`src/rtl/booth_pkg.sv`:
```
// Shared definitions for the sequential radix-4 Booth multiplier:
// Booth select codes, FSM state encoding and the counter width helper.
package booth_pkg;

  localparam int DEFAULT_WIDTH = 32;

  localparam logic [2:0] SEL_ZERO_LO = 3'b000;
  localparam logic [2:0] SEL_P1_A    = 3'b001;
  localparam logic [2:0] SEL_P1_B    = 3'b010;
  localparam logic [2:0] SEL_P2      = 3'b011;
  localparam logic [2:0] SEL_M2      = 3'b100;
  localparam logic [2:0] SEL_M1_A    = 3'b101;
  localparam logic [2:0] SEL_M1_B    = 3'b110;
  localparam logic [2:0] SEL_ZERO_HI = 3'b111;

  // 2'd3 is never entered; the FSM default branch steers it back to IDLE.
  typedef enum logic [1:0] {
    ST_IDLE = 2'd0,
    ST_BUSY = 2'd1,
    ST_DONE = 2'd2
  } booth_state_e;

  function automatic int booth_cnt_w(input int width);
    return (width / 2 <= 2) ? 1 : $clog2(width / 2);
  endfunction

endpackage

```
`src/rtl/booth_pp_gen.sv`:
```
// Combinational radix-4 Booth partial-product generator. The multiplicand
// arrives already sign-extended and shifted, so the result is sign-correct.
module booth_pp_gen
  import booth_pkg::*;
#(
  parameter int WIDTH = DEFAULT_WIDTH
) (
  input  logic [2*WIDTH-1:0] mcand,
  input  logic [2:0]         sel,
  output logic [2*WIDTH-1:0] pp
);

  localparam logic [2*WIDTH-1:0] ONE = {{(2*WIDTH-1){1'b0}}, 1'b1};

  logic [2*WIDTH-1:0] mcand_x2;

  // Working at full product width keeps -2X of the most-negative operand exact.
  assign mcand_x2 = {mcand[2*WIDTH-2:0], 1'b0};

  always_comb begin
    pp = '0;
    case (sel)
      SEL_P1_A, SEL_P1_B: pp = mcand;
      SEL_P2:             pp = mcand_x2;
      SEL_M2:             pp = ~mcand_x2 + ONE;
      SEL_M1_A, SEL_M1_B: pp = ~mcand + ONE;
      default:            pp = '0;
    endcase
  end

endmodule

```
`src/rtl/booth_seq_multiplier.sv`:
```
// Sequential radix-4 Booth multiplier: two multiplier bits per cycle,
// WIDTH/2 accumulate cycles, full 2*WIDTH signed product.
module booth_seq_multiplier
  import booth_pkg::*;
#(
  parameter  int WIDTH = DEFAULT_WIDTH,
  localparam int ITER  = WIDTH / 2
) (
  input  logic                 clk,
  input  logic                 reset_n,
  input  logic                 in_valid,
  output logic                 in_ready,
  input  logic [WIDTH-1:0]     multiplicand,
  input  logic [WIDTH-1:0]     multiplier,
  output logic                 out_valid,
  input  logic                 out_ready,
  output logic [2*WIDTH-1:0]   product,
  output booth_state_e         dbg_state
);

  localparam int            CW   = booth_cnt_w(WIDTH);
  localparam logic [CW-1:0] LAST = CW'(ITER - 1);

  // Handshakes: operands are taken on a rising edge with in_valid && in_ready;
  // the product is handed off on a rising edge with out_valid && out_ready.

  booth_state_e         state_q, state_d;
  logic [2*WIDTH-1:0]   mcand_q, mcand_d;
  logic [WIDTH:0]       mplr_q, mplr_d;
  logic [2*WIDTH-1:0]   acc_q, acc_d;
  logic [CW-1:0]        count_q, count_d;
  logic [2*WIDTH-1:0]   product_q, product_d;
  logic                 out_valid_q, out_valid_d;
  logic [2*WIDTH-1:0]   pp;
  logic [2*WIDTH-1:0]   acc_sum;

  booth_pp_gen #(.WIDTH(WIDTH)) u_pp_gen (
    .mcand (mcand_q),
    .sel   (mplr_q[2:0]),
    .pp    (pp)
  );

  assign acc_sum   = acc_q + pp;
  assign in_ready  = (state_q == ST_IDLE);
  assign out_valid = out_valid_q;
  assign product   = product_q;
  assign dbg_state = state_q;

  always_comb begin
    state_d     = state_q;
    mcand_d     = mcand_q;
    mplr_d      = mplr_q;
    acc_d       = acc_q;
    count_d     = count_q;
    product_d   = product_q;
    out_valid_d = out_valid_q;
    case (state_q)
      ST_IDLE: begin
        if (in_valid) begin
          mcand_d = {{WIDTH{multiplicand[WIDTH-1]}}, multiplicand};
          mplr_d  = {multiplier, 1'b0};
          acc_d   = '0;
          count_d = '0;
          state_d = ST_BUSY;
        end
      end
      ST_BUSY: begin
        acc_d   = acc_sum;
        mcand_d = {mcand_q[2*WIDTH-3:0], 2'b00};
        mplr_d  = {{2{mplr_q[WIDTH]}}, mplr_q[WIDTH:2]};
        count_d = count_q + CW'(1);
        if (count_q == LAST) begin
          product_d   = acc_sum;
          out_valid_d = 1'b1;
          state_d     = ST_DONE;
        end
      end
      ST_DONE: begin
        if (out_ready) begin
          out_valid_d = 1'b0;
          state_d     = ST_IDLE;
        end
      end
      default: begin
        out_valid_d = 1'b0;
        state_d     = ST_IDLE;
      end
    endcase
  end

  always_ff @(posedge clk or negedge reset_n) begin
    if (!reset_n) begin
      state_q     <= ST_IDLE;
      mcand_q     <= '0;
      mplr_q      <= '0;
      acc_q       <= '0;
      count_q     <= '0;
      product_q   <= '0;
      out_valid_q <= 1'b0;
    end else begin
      state_q     <= state_d;
      mcand_q     <= mcand_d;
      mplr_q      <= mplr_d;
      acc_q       <= acc_d;
      count_q     <= count_d;
      product_q   <= product_d;
      out_valid_q <= out_valid_d;
    end
  end

endmodule

```
`config.mk`:
```
export PLATFORM = sky130hd
export DESIGN_NAME = booth_seq_multiplier
export DESIGN_NICKNAME = d
export VERILOG_FILES = /design/src/rtl/booth_pkg.sv /design/src/rtl/booth_pp_gen.sv /design/src/rtl/booth_seq_multiplier.sv
export SDC_FILE = /design/constraint.sdc
export NUM_CORES = 1
export LEC_CHECK = 0
export CAP_MARGIN = 30
export CORE_ASPECT_RATIO = 1.5
export CORE_MARGIN = 2
export CORE_UTILIZATION = 60
export CTS_CLUSTER_DIAMETER = 60
export DETAILED_ROUTE_END_ITERATION = 10
export PLACE_DENSITY = 0.9
export SYNTH_ARGS = -nofsm -noshare
export SYNTH_HDL_FRONTEND = slang
export SYNTH_SLANG_ARGS = --single-unit
```
`constraint.sdc`:
```
create_clock -name clk -period 7.7 [get_ports clk]
set_clock_uncertainty 0.15 [all_clocks]
set_input_delay 1.54 -clock clk [delete_from_list [all_inputs] [get_ports clk]]
set_output_delay 1.54 -clock clk [all_outputs]
set_load 0.02 [all_outputs]
```
==> parameters.txt, run 1 <==
Parameter                              Value

Setup path
  Category of the critical setup timing path    flop to flop
  Category of the worst setup path launch point    flop
  Reg2reg setup slack    1.20 ns
  Critical Path AT    6.78 ns
  Reg-to-reg critical path startpoint    mcand_q[0]
  Required time of the critical path    7.99 ns
  Critical Path End Type    flop
  Worst setup path endpoint    product[63]
  RR Endpoint    product[63]
  Depth of the most critical reg-to-reg path    18
  Launching instance or port of the critical path    mcand_q[0]
  Largest fanout on the critical path    13

Yosys
  Number of distinct library cells after synthesis    82
  Gate Count Post-Synth    2,052
  EDFF count, synth    0
  Yosys top cell by area    dfrtp_1
  Most area-consuming cells after synthesis    dfrtp_1, nand2_1, o21ai_0
  Ranking of synthesized cells by instance count    nand2_1, dfrtp_1, o21ai_0
  Share of synthesized registers carrying an async set or reset    1.000
  Synth Flop Type    dfrtp_1
  Register area share after synthesis    0.3445
  Top-count cell post-synth    nand2_1
  Area share of the largest cell type after synthesis    0.3445
  Synthesized flop and latch total    232
  Warnings from Yosys    0
  Post-synthesis net count    2,186
  Cell Area, Synth    16,850 sq um
  Post-Syn Area per Cell    8.213 sq um

Floorplan
  Initial Util    0.6067
  Number of standard-cell rows in the floorplan    75
  Number of ports placed on the die boundary    136
  Area of the die    29,470 sq um
  Die Span X    140.8 microns
  Die Height    209.3 microns
  Core region area    27,780 sq um

Placement
  Count of port buffers added during placement    135
  Half-perimeter wire length after detailed placement    37,930 microns
  GPL Wtd Cong    0.9782
  Total cell area at the placement stage    18,220 sq um

Route
  Number of design rule violations left after detail routing    0
  Total Wirelength    52,810 microns
  Total via count in the routed design    16,240
  Routed wirelength normalized by instance count    21.77 microns
  DRT Pass-1 Iters    5
  DRC marker count from the first detailed-route iteration    1,546
  Antenna Violating Nets Remaining    0
  Vias/cell    6.694

Clock tree
  Max H-tree Level    1
  Insertion delay of the later-clocked pin in the worst-skew pair    0.55 ns
  Number of hold buffers added after cts    0
  Number of buffers inserted during clock tree synthesis    24
  Post-CTS sizing    0
  TritonCTS clock tree    yes
  Setup bufs post-CTS    0
  Register clock-pin slew on the reported worst setup and hold paths    0.06 ns
  Longest Clk Path Bufs    3
  Clock tree root buffer cell    clkbuf_16
  Sink Count    232

Timing
  Final hold viol count    0
  Part of the cycle the worst path needs    0.8439
  Count of final max-slew check failures    0
  Setup TNS    0 ns
  Unrepaired setup endpoints after global routing    no
  Worst Max-Slew Pin Slew    1.013 ns
  Setup violation total in the final timing report    0
  Slew margin rel.    0.3175
  Achievable clock frequency    153.9 MHz
  Min Tclk post-route    6.498 ns

Status
  Result of the run    finished, final reports clean

GRT
  Met3 track demand over resource in global routing    0.04814
  First-pass GRT wire length    83,810 microns
  Met1 Resource Use GR    0.3898
  Met2 GRT Util    0.6220
  Initial antenna violation count    1
  Vias in the first global route    15,940
  Overall global routing resource usage    0.3538
  Layer carrying the most global-route usage    met2
  Remaining global-route overflow    0
  Largest net degree at the start of global routing    101

Final layout
  Share of cells above drive strength 1    0.06490
  Total Nets Final    2,197
  N_diodes    0
  Fill count    2,193
  Area growth, synth to finish    12.96%
  Final instance area    19,040 sq um

Hold path
  Class of the tightest hold or removal check    flop to flop

Job
  MaxCap Viol Count    0
[how the worst min path moves through the flow]
stage | slack, ns | to | cells after the start | startpoint
global placement | 0.31 | product[45] | 2 | product[45]
CTS | 0.33 | product[18] | 2 | product[18]
detailed placement | 0.31 | product[18] | 2 | product[18]
finish | 0.33 | product[9] | 2 | product[9]
global route | 0.35 | product[46] | 2 | product[46]
floorplan | 0.30 | mplr_q[30] | 2 | mplr_q[30]
[critical path: stages (launching register included)]
cell	delay, ns
dfrtp_1	0.42
inv_1	0.10
ha_1	0.22
or4b_4	0.51
nor3_2	0.29
nand3_1	0.36
or2_1	0.46
nor4_4	0.29
nand2b_1	0.16
xnor2_1	0.10
a221oi_1	0.30
a21oi_1	0.12
ha_1	0.57
nand4_1	0.36
or4_1	0.59
a211oi_1	0.59
o221ai_1	0.28
xnor2_1	0.21
mux2_4	0.27
[final cells by class]
class	instances	area (sq um)	area share
inverters	19	71.32	0.003747
flip-flops and latches	232	5809	0.3052
multi-input cells	1616	10270	0.5398
well taps	346	432.9	0.02274
clock inverters	11	136.4	0.007164
clock buffers	32	671.9	0.03530
repair buffers	170	1639	0.08610
[stage by stage]
step,std cells,utilization,worst slack [ns],hold WS [ns]
finish,2426,0.6853,1.202,0.3262
global route,2426,0.6853,0.9637,0.3537
CTS,2425,0.6850,1.378,0.3300
detailed placement,2382,0.6559,1.408,0.3150
global placement,2380,0.6545,1.557,0.3084
floorplan,2052,-,2.297,0.3007
[layout by cell type, fill, tap and decap left out, types with 54 or more instances in the layout]
cell,instances
a22o_1,54
nor2_1,104
xor2_1,62
dfrtp_1,229
xnor2_1,67
clkdlybuf4s50_1,133
o21ai_0,218
a22oi_1,71
nand2_1,322
ha_1,65
a21oi_1,179
[cell families (layout without fill, tap and decap cells)]
logic type | after synthesis | count (layout) | synth area share
mux | 22 | 22 | 0.01418
fa+ha+maj | 66 | 66 | 0.04945
flops | 232 | 232 | 0.3445
simple gates | 681 | 681 | 0.2011
xor+xnor | 132 | 132 | 0.06949
compound gates | 715 | 715 | 0.2734
buf+inv | 204 | 232 | 0.04781
[flip-flops by register name (all words and copies together) (netlist names)]
| register | count |
|---|---|
| acc_q | 64 |
| mcand_q | 64 |
| product | 64 |
| mplr_q | 33 |
| count_q | 4 |
| dbg_state | 2 |
| out_valid | 1 |
[layer usage]
metal / wire length (microns) / part of all wire
met4: 4581 / 0.087
met5: 0 / 0
met2: 26320 / 0.50
met3: 3799 / 0.072
met1: 18110 / 0.34
Power of run 1 is not shown: default switching activity piles up to over one toggle a cycle in this logic, so the estimate is an artifact.
==> run 2: changes to the inputs <==
clock period = 6.65 ns   (was 7.7 ns; I/O delays follow)
==> run 2 against run 1 <==
Final cell count up 0.21%. Via count increased by 0.44%. Critical endpoint is now product[51]. Routed wire length is 1.1% higher. Critical path type unchanged. Worst setup slack lost 0.69 ns. Global-route usage is 0.65 points higher. Core utilization hardly changed.
==> parameters.txt, run 2 (synthesized netlist as in run 1, its figures left out) <==
Parameter                              Value

Setup path
  Category of the critical setup timing path    flop to flop (unchanged)
  Required time of the critical path    6.89 ns (was 7.99 ns)
  Critical Path AT    6.37 ns (was 6.78 ns)
  Category of the worst setup path launch point    flop (unchanged)
  Critical Path End Type    flop (unchanged)
  Largest fanout on the critical path    33 (was 13)

Route
  DRC marker count from the first detailed-route iteration    1,564 (was 1,546)
  DRT Pass-1 Iters    6 (was 5)
  Total via count in the routed design    16,310 (was 16,240)
  Antenna Violating Nets Remaining    0 (unchanged)
  Number of design rule violations left after detail routing    0 (unchanged)
  Total Wirelength    53,380 microns (was 52,810 microns)
  Vias/cell    6.710 (was 6.694)
  Routed wirelength normalized by instance count    21.96 microns (was 21.77 microns)

Timing
  Achievable clock frequency    163.0 MHz (was 153.9 MHz)
  Slew margin rel.    0.2382 (was 0.3175)
  Worst Max-Slew Pin Slew    1.139 ns (was 1.013 ns)
  Part of the cycle the worst path needs    0.9228 (was 0.8439)
  Count of final max-slew check failures    0 (unchanged)
  Unrepaired setup endpoints after global routing    no (unchanged)
  Final hold viol count    0 (unchanged)
  Min Tclk post-route    6.137 ns (was 6.498 ns)
  Setup TNS    0 ns (unchanged)
  Setup violation total in the final timing report    0 (unchanged)

Clock tree
  TritonCTS clock tree    yes (unchanged)
  Longest Clk Path Bufs    3 (unchanged)
  Number of buffers inserted during clock tree synthesis    24 (unchanged)
  Sink Count    232 (unchanged)
  Max H-tree Level    1 (unchanged)
  Insertion delay of the later-clocked pin in the worst-skew pair    0.56 ns (was 0.55 ns)
  Register clock-pin slew on the reported worst setup and hold paths    0.06 ns (about the same)
  Setup bufs post-CTS    0 (unchanged)
  Clock tree root buffer cell    clkbuf_16 (unchanged)

Final layout
  Total Nets Final    2,207 (was 2,197)
  Area growth, synth to finish    12.93% (was 12.96%)
  N_diodes    0 (unchanged)
  Commonest cells after routing, fill and taps aside    nand2_1, dfrtp_1, o21ai_0 (unchanged)
  Share of cells above drive strength 1    0.06619 (was 0.06490)
  Most common cell after layout, fill and taps aside    nand2_1 (unchanged)

GRT
  First-pass GRT wire length    84,980 microns (was 83,810 microns)
  Initial antenna violation count    0 (was 1)
  Vias in the first global route    16,310 (was 15,940)
  Overall global routing resource usage    0.3603 (was 0.3538)
  Largest net degree at the start of global routing    161 (was 101)
  Remaining global-route overflow    0 (unchanged)

Job
  MaxCap Viol Count    0 (unchanged)

Placement
  Half-perimeter wire length after detailed placement    38,830 microns (was 37,930 microns)
  Count of port buffers added during placement    135 (unchanged)
  GPL Wtd Cong    0.9946 (was 0.9782)

Hold path
  Class of the tightest hold or removal check    flop to flop (unchanged)

Floorplan
  Area of the die    29,470 sq um (unchanged)
  Number of ports placed on the die boundary    136 (unchanged)
  Die Span X    140.8 microns (unchanged)
  Number of standard-cell rows in the floorplan    75 (unchanged)
  Die Height    209.3 microns (unchanged)
  Initial Util    0.6067 (unchanged)
  Core region area    27,780 sq um (unchanged)

Status
  Result of the run    finished, final reports clean (unchanged)
[run 2: changes by cell type in the layout (fill, tap and decap cells not counted), sizes merged]
| cell | change |
|---|---|
| buf | +10 |
| clkinv | -5 |
| bufinv | -2 |
| clkbuf | +2 |
[run 2: through the flow]
step	std cells	util	setup WS (ns)	instance area, sq um	hold WS [ns]
floorplan	2052	-	1.247	16850	0.3007
global placement	2392	0.6579	0.7000	18280	0.3075
detailed placement	2393	0.6586	0.5686	18300	0.3119
CTS	2431	0.6850	0.5505	19030	0.3272
global route	2431	0.6852	0.1294	19030	0.3504
finish	2431	0.6852	0.5135	19030	0.3208
[run 2: what timing repair did]
| action | 4_1_cts | 5_1_grt |
|---|---|---|
| setup endpoints to repair | 0 | 1 |
| gates resized for setup | 0 | 1 |
| hold buffers | 0 | 0 |
[run 2: worst paths after layout]
| kind | start | endpoint | slack (ns) | depth (start not counted) |
|---|---|---|---|---|
| max in group asynchronous | reset_n | mplr_q[2] | 4.44 | 2 |
| max reg2reg | mplr_q[1] | product[51] | 0.51 | 17 |
| min in group asynchronous | reset_n | product[10] | 0.58 | 1 |
| min | product[50] | product[50] | 0.32 | 2 |
| max | mplr_q[1] | product[51] | 0.51 | 17 |
| min reg2reg | product[50] | product[50] | 0.32 | 2 |
[run 2: cell type report]
cell class | instances | area [sq um]
Clock buffer | 34 | 679.4
Clock inverter | 4 | 52.55
Fill cell | 2216 | 8745
Inverter | 19 | 71.32
Multi-Input combinational cell | 1616 | 10270
Sequential cell | 232 | 5809
Tap cell | 346 | 432.9
Timing Repair Buffer | 180 | 1714
[run 2: critical path, cell delays in order, from the launching register on]
cell,delay (ns)
dfrtp_1,0.41
buf_4,0.37
nand2_1,0.27
nor2_1,0.92
o21ai_0,0.17
o21ai_0,0.24
ha_1,0.23
a21oi_1,0.07
nand4b_1,0.27
a2111oi_1,0.65
nor2_1,0.23
a2111oi_2,0.47
o2111ai_1,0.29
buf_4,0.24
a211o_1,0.33
a21oi_1,0.29
mux2i_1,0.23
o311ai_0,0.13
[run 2: per-layer routing]
| layer | track usage | vias up | share of wire |
|---|---|---|---|
| li1 | - | 7433 | - |
| met1 | 0.3921 | 7746 | 0.34 |
| met2 | 0.6278 | 855 | 0.50 |
| met3 | 0.05613 | 277 | 0.072 |
| met4 | 0.2717 | 0 | 0.090 |
| met5 | 0 | - | 0 |
Power of run 2 is left out for the same reason.
